<file path="src/rtl/ttl_bus_driver_arb.sv">
// Shared-bus driver: CHANNELS active-low-enabled sources arbitrated onto one
// registered WIDTH-bit bus, with programmable dead cycles between owners.
module ttl_bus_driver_arb #(
  parameter int CHANNELS   = 2,
  parameter int WIDTH      = 4,
  parameter int TURNAROUND = 1,
  parameter int LATCH_MODE = 0,
  localparam int OWNER_W   = (CHANNELS > 1) ? $clog2(CHANNELS) : 1
) (
  input  logic                      sysclk,
  input  logic                      sys_rst,
  input  logic [CHANNELS-1:0]       g_n,
  input  logic [CHANNELS*WIDTH-1:0] a,
  output logic [WIDTH-1:0]          y,
  output logic                      oe,
  output logic [OWNER_W-1:0]        owner,
  output logic                      waiting
);

  typedef enum logic [1:0] {IDLE, DRIVE, TURN} state_t;

  state_t               state, state_d;
  logic [WIDTH-1:0]     y_d;
  logic                 oe_d, waiting_d;
  logic [OWNER_W-1:0]   owner_d;
  logic [3:0]           cnt, cnt_d;

  logic [CHANNELS-1:0]  req;
  logic                 any_req;
  logic [OWNER_W-1:0]   win;
  logic [WIDTH-1:0]     win_data, own_data;
  logic                 own_req, win_others, own_others;

  assign req     = ~g_n;
  assign any_req = |req;

  // Lowest index wins; scanning high-to-low lets the last hit be the winner.
  always_comb begin
    win        = '0;
    win_data   = '0;
    own_data   = '0;
    own_req    = 1'b0;
    win_others = 1'b0;
    own_others = 1'b0;
    for (int k = CHANNELS - 1; k >= 0; k--) begin
      if (req[k]) win = OWNER_W'(k);
    end
    for (int k = 0; k < CHANNELS; k++) begin
      if (win == OWNER_W'(k)) win_data = a[k*WIDTH +: WIDTH];
      else if (req[k])        win_others = 1'b1;
      if (owner == OWNER_W'(k)) begin
        own_data = a[k*WIDTH +: WIDTH];
        own_req  = req[k];
      end else if (req[k]) begin
        own_others = 1'b1;
      end
    end
  end

  always_comb begin
    state_d   = state;
    y_d       = '0;
    oe_d      = 1'b0;
    owner_d   = owner;
    waiting_d = 1'b0;
    cnt_d     = cnt;
    case (state)
      IDLE: begin
        if (any_req) begin
          state_d   = DRIVE;
          owner_d   = win;
          oe_d      = 1'b1;
          y_d       = win_data;
          waiting_d = win_others;
        end
      end
      DRIVE: begin
        if (own_req) begin
          oe_d      = 1'b1;
          y_d       = (LATCH_MODE != 0) ? y : own_data;
          waiting_d = own_others;
        end else if (TURNAROUND == 0) begin
          // Zero dead time: hand over on the release edge itself.
          if (any_req) begin
            owner_d   = win;
            oe_d      = 1'b1;
            y_d       = win_data;
            waiting_d = win_others;
          end else begin
            state_d = IDLE;
          end
        end else begin
          state_d = TURN;
          cnt_d   = 4'(TURNAROUND - 1);
        end
      end
      TURN: begin
        if (cnt != 4'd0) begin
          cnt_d = cnt - 4'd1;
        end else if (any_req) begin
          state_d   = DRIVE;
          owner_d   = win;
          oe_d      = 1'b1;
          y_d       = win_data;
          waiting_d = win_others;
        end else begin
          state_d = IDLE;
        end
      end
      default: state_d = IDLE;
    endcase
  end

  always_ff @(posedge sysclk or posedge sys_rst) begin
    if (sys_rst) begin
      state   <= IDLE;
      y       <= '0;
      oe      <= 1'b0;
      owner   <= '0;
      waiting <= 1'b0;
      cnt     <= '0;
    end else begin
      state   <= state_d;
      y       <= y_d;
      oe      <= oe_d;
      owner   <= owner_d;
      waiting <= waiting_d;
      cnt     <= cnt_d;
    end
  end

endmodule

</file>
<file path="config.mk">
export PLATFORM = sky130hd
export DESIGN_NAME = ttl_bus_driver_arb
export DESIGN_NICKNAME = d
export VERILOG_FILES = /design/src/rtl/ttl_bus_driver_arb.sv
export SDC_FILE = /design/constraint.sdc
export NUM_CORES = 1
export LEC_CHECK = 0
export CAP_MARGIN = 20
export CORE_UTILIZATION = 44
export CTS_BUF_LIST = sky130_fd_sc_hd__clkbuf_4 sky130_fd_sc_hd__clkbuf_8
export DETAILED_ROUTE_END_ITERATION = 10
export PLACE_DENSITY = 0.73
export SYNTH_ARGS = -nofsm -noshare
export SYNTH_HDL_FRONTEND = slang
export SYNTH_SLANG_ARGS = --single-unit
</file>
<file path="constraint.sdc">
create_clock -name sysclk -period 1.9 [get_ports sysclk]
set_clock_uncertainty 0.1 [all_clocks]
set_input_delay 0.19 -clock sysclk [delete_from_list [all_inputs] [get_ports sysclk]]
set_output_delay 0.19 -clock sysclk [all_outputs]
set_load 0.02 [all_outputs]
</file>
==> impl_results.html <==
<table>
<tr><th>Metric</th><th>Value</th></tr>
<tr><th colspan="2">Clock network</th></tr>
<tr><td>Latest clock arrival within the worst-skew pair</td><td>between 200 and 300 ps</td></tr>
<tr><td>TritonCTS clock tree</td><td>done</td></tr>
<tr><td>Clock root buffer master</td><td>sky130_fd_sc_hd__clkbuf_4</td></tr>
<tr><td>Maximum level of the CTS H-tree</td><td>1</td></tr>
<tr><td>TritonCTS sink count</td><td>13</td></tr>
<tr><td>Total CTS buffers</td><td>3</td></tr>
<tr><td>Post-CTS setup-driven buffer insertion count</td><td>0</td></tr>
<tr><td>Hold bufs inserted after CTS</td><td>0</td></tr>
<tr><td>Worst-path clk slew</td><td>~80 ps</td></tr>
<tr><td>Maximum number of buffers from clock root to sink</td><td>2</td></tr>
<tr><th colspan="2">STA</th></tr>
<tr><td>Slew HR</td><td>0.673</td></tr>
<tr><td>Setup tns final</td><td>0 ps</td></tr>
<tr><td>Setup repair after global routing missed its margin</td><td>false</td></tr>
<tr><td>Final hold violation count</td><td>0</td></tr>
<tr><td>Fraction of the cycle the final worst path needs</td><td>0.961</td></tr>
<tr><td>Pin slew with the least headroom to its limit</td><td>about 490 ps</td></tr>
<tr><td>Highest clock frequency the design can meet</td><td>between 500 and 600 MHz</td></tr>
<tr><td>Final setup violation count</td><td>0</td></tr>
<tr><td>Crit path time final</td><td>1830 ps</td></tr>
<tr><td>Pins Over Slew Limit</td><td>0</td></tr>
<tr><th colspan="2">Synth</th></tr>
<tr><td>Synthesized instance count</td><td>60</td></tr>
<tr><td>Average footprint of a synthesized cell</td><td>11.6 um^2</td></tr>
<tr><td>Post-synth design cell area</td><td>693 um^2</td></tr>
<tr><td>Portion of synthesized cell area occupied by the leading cell type</td><td>0.469</td></tr>
<tr><td>Number of enable flip-flop cells after synthesis</td><td>0</td></tr>
<tr><td>Proportion of synthesized flip-flops having asynchronous set or reset</td><td>1.00</td></tr>
<tr><td>Area leader, netlist</td><td>sky130_fd_sc_hd__dfrtp_1</td></tr>
<tr><td>Syn. warnings</td><td>0</td></tr>
<tr><td>Number of synthesized register bits</td><td>13</td></tr>
<tr><td>Most frequently used flop master after synthesis</td><td>sky130_fd_sc_hd__dfrtp_1</td></tr>
<tr><td>Most numerous cell in the Yosys netlist</td><td>sky130_fd_sc_hd__dfrtp_1</td></tr>
<tr><td>Sequential element share of the synthesized area</td><td>0.469</td></tr>
<tr><td>Most frequent cells after synthesis</td><td>sky130_fd_sc_hd__dfrtp_1 (13), sky130_fd_sc_hd__a22o_1 (4), sky130_fd_sc_hd__inv_1 (4)</td></tr>
<tr><td>Top cells by area in the synthesized netlist</td><td>sky130_fd_sc_hd__dfrtp_1 (47%), sky130_fd_sc_hd__a22o_1 (5.1%), sky130_fd_sc_hd__mux2i_1 (4.3%)</td></tr>
<tr><td>Number of distinct library cells after synthesis</td><td>30</td></tr>
<tr><td>Synthesized net count</td><td>74</td></tr>
<tr><th colspan="2">Drt</th></tr>
<tr><td>Detailed-route vias per instance</td><td>roughly 5.6</td></tr>
<tr><td>Initial DRC Count</td><td>10</td></tr>
<tr><td>TritonRoute pass-1 iters</td><td>5</td></tr>
<tr><td>Routed WL per cell</td><td>about 15 um</td></tr>
<tr><td>Post-DRT Antenna Nets</td><td>0</td></tr>
<tr><td>Total via count in the routed design</td><td>between 500 and 600</td></tr>
<tr><td>Wire length reported by the detailed router</td><td>around 1500 um</td></tr>
<tr><td>Remaining design rule violation count</td><td>0</td></tr>
<tr><th colspan="2">Floorplan</th></tr>
<tr><td>Boundary pin count</td><td>19</td></tr>
<tr><td>Core outline area</td><td>around 1400 um^2</td></tr>
<tr><td>Die area</td><td>between 1500 and 2000 um^2</td></tr>
<tr><td>Width of the chip</td><td>between 40 and 50 um</td></tr>
<tr><td>Number of standard-cell rows in the floorplan</td><td>13</td></tr>
<tr><td>Die H</td><td>41.7 um</td></tr>
<tr><td>Effective utilization at floorplan</td><td>0.501</td></tr>
<tr><th colspan="2">Finish</th></tr>
<tr><td>Filler Cells Inserted</td><td>101</td></tr>
<tr><td>Post-layout net count</td><td>about 100</td></tr>
<tr><td>Final antenna diode count</td><td>0</td></tr>
<tr><td>Cell area after layout</td><td>approximately 950 um^2</td></tr>
<tr><td>Count of placed standard cells in the final layout, fillers left out</td><td>just under 100</td></tr>
<tr><td>Layout Utilization</td><td>0.684</td></tr>
<tr><td>Share of layout cells above drive strength 1</td><td>0.179</td></tr>
<tr><td>Synthesis-to-finish area growth</td><td>36.5%</td></tr>
<tr><th colspan="2">Placed design</th></tr>
<tr><td>Cell count after placement</td><td>between 90 and 100</td></tr>
<tr><td>Post-detailed-placement cell area</td><td>911 um^2</td></tr>
<tr><td>Post-DP HPWL</td><td>1030 um</td></tr>
<tr><td>IO Port Bufs</td><td>18</td></tr>
<tr><td>Routability cong.</td><td>0.763</td></tr>
<tr><th colspan="2">Worst setup path</th></tr>
<tr><td>Sort of element at the start of the critical path</td><td>flip-flop</td></tr>
<tr><td>Required time worst endpoint</td><td>1970 ps</td></tr>
<tr><td>Data arrival time of the critical path</td><td>about 1900 ps</td></tr>
<tr><td>Path depth of the worst reg2reg path</td><td>5</td></tr>
<tr><td>Endpoint type of the worst setup path</td><td>flip-flop</td></tr>
<tr><td>Critical path class</td><td>flip-flop to flip-flop</td></tr>
<tr><td>Crit path max fanout</td><td>7</td></tr>
<tr><th colspan="2">Global routing</th></tr>
<tr><td>Total GRT Usage</td><td>0.198</td></tr>
<tr><td>Global-route wire length before repair</td><td>2500 um</td></tr>
<tr><td>Number of global-route vias before repair</td><td>around 530</td></tr>
<tr><td>Number of antenna violations at the first check in global routing</td><td>0</td></tr>
<tr><td>Grt ovf</td><td>0</td></tr>
<tr><td>Pin count of the biggest net entering global routing</td><td>15</td></tr>
<tr><th colspan="2">Power and ir drop</th></tr>
<tr><td>Worst-case vdd ir drop</td><td>0.00101 V</td></tr>
<tr><td>Net Switching</td><td>roughly 570 uW</td></tr>
<tr><td>Sequential cell fraction of total power</td><td>0.326</td></tr>
<tr><td>Cell-internal power</td><td>between 800 and 900 uW</td></tr>
<tr><td>Power per cell area</td><td>~1500 nW/um^2</td></tr>
<tr><td>Power share of the clock group</td><td>0.129</td></tr>
<tr><td>Final Total Pwr</td><td>roughly 1.4 mW</td></tr>
<tr><td>Leak Pwr</td><td>0.404 nW</td></tr>
<tr><td>Comb power frac</td><td>0.545</td></tr>
<tr><td>Net switching share of the total power</td><td>0.396</td></tr>
<tr><th colspan="2">Flow run</th></tr>
<tr><td># Max-Cap Violations</td><td>0</td></tr>
<tr><th colspan="2">Min path</th></tr>
<tr><td>Class of the tightest hold or removal check</td><td>input port to asynchronous set/reset pin</td></tr>
<tr><th colspan="2">Status</th></tr>
<tr><td>Run status</td><td>complete, no violations</td></tr>
</table>
==> cells by family after synthesis <==
family / count (synthesis) / share of synthesized area
AO/OA/AOI/OAI: 18 / 0.246
adder cells (fa/ha/maj): 2 / 0.0361
buffers and inverters: 7 / 0.0487
flip-flops: 13 / 0.469
multiplexers: 4 / 0.0596
AND/OR/NAND/NOR: 16 / 0.141
==> area by class of cell <==
| type | count | area [um^2] | share of cell area |
|---|---|---|---|
| clock buffer | 4 | 30.0 | 0.0317 |
| inverter | 4 | 15.0 | 0.0159 |
| multi-input combinational | 40 | 339 | 0.358 |
| sequential | 13 | 325 | 0.344 |
| tap | 15 | 18.8 | 0.0198 |
| timing repair buffer | 23 | 218 | 0.230 |
==> per-layer routing <==
layer	GRT usage	vias to the layer above	wire length [um]
met3	0.0870	4	81
met5	0	-	0
met1	0.239	261	626
li1	-	278	-
met4	0.116	0	38
met2	0.291	15	709
==> path summary, 6_finish.rpt <==
kind                                    start                    to  slack [ps]
max reg2reg                cnt[1]$_DFFE_PP0P_     owner$_DFFE_PP0P_          70
min                                   sys_rst  state[0]$_DFFE_PP0P_         120
max in group asynchronous             sys_rst    cnt[2]$_DFFE_PP0P_        1240
max                        cnt[1]$_DFFE_PP0P_     owner$_DFFE_PP0P_          70
min reg2reg                cnt[2]$_DFFE_PP0P_    cnt[2]$_DFFE_PP0P_         440
min in group sysclk                      a[6]        y[2]$_DFF_PP0_         410
==> power groups by stage <==
| stage | combinational [mW] | sequential [mW] | clock [mW] |
|---|---|---|---|
| after detailed placement | 0.768 | 0.474 | 0 |
| final | 0.788 | 0.472 | 0.187 |
| after floorplan | 0.475 | 0.545 | 0 |
| after global routing | 0.858 | 0.487 | 0.213 |
| after CTS | 0.770 | 0.469 | 0.195 |
| after global placement | 0.761 | 0.477 | 0 |
==> through the flow <==
stage / setup slack (ps) / hold WS (ps)
floorplan: 108 / -33.0
global placement: 58.2 / 426
detailed placement: 18.8 / 425
CTS: 4.25 / 140
global route: 0.138 / 184
finish: 74.1 / 124
==> what timing repair did <==
| item | CTS | global route |
|---|---|---|
| resized for setup | 0 | 2 |
| setup endpoints to repair | 0 | 7 |
| hold endpoints to repair | 0 | 0 |
==> state kept, by name, summed over array words and instances (netlist names) <==
register and cells:
cnt 4, y 4, state 2, oe 1, owner 1, waiting 1
==> critical path, stage by stage (launching register included) <==
cell and delay [ps]:
sky130_fd_sc_hd__dfrtp_1 400, sky130_fd_sc_hd__inv_1 110, sky130_fd_sc_hd__ha_2 210, sky130_fd_sc_hd__or3b_4 430
sky130_fd_sc_hd__and2_4 180, sky130_fd_sc_hd__o32a_1 280
==> cells in the final DEF (no fill, tap or decap), types with 2 or more instances in the layout <==
| master | netlist | final |
|---|---|---|
| sky130_fd_sc_hd__a211oi_1 | 2 | 2 |
| sky130_fd_sc_hd__clkbuf_4 | 0 | 4 |
| sky130_fd_sc_hd__a22o_1 | 4 | 4 |
| sky130_fd_sc_hd__nand3b_1 | 2 | 2 |
| sky130_fd_sc_hd__inv_1 | 4 | 4 |
| sky130_fd_sc_hd__o311ai_1 | 3 | 3 |
| sky130_fd_sc_hd__nor2_1 | 3 | 3 |
| sky130_fd_sc_hd__mux2i_1 | 3 | 3 |
| sky130_fd_sc_hd__dfrtp_1 | 13 | 13 |
| sky130_fd_sc_hd__buf_4 | 0 | 5 |
| sky130_fd_sc_hd__clkdlybuf4s50_1 | 0 | 18 |
| sky130_fd_sc_hd__nand2_1 | 3 | 3 |
(Power assumes the default switching activity.)
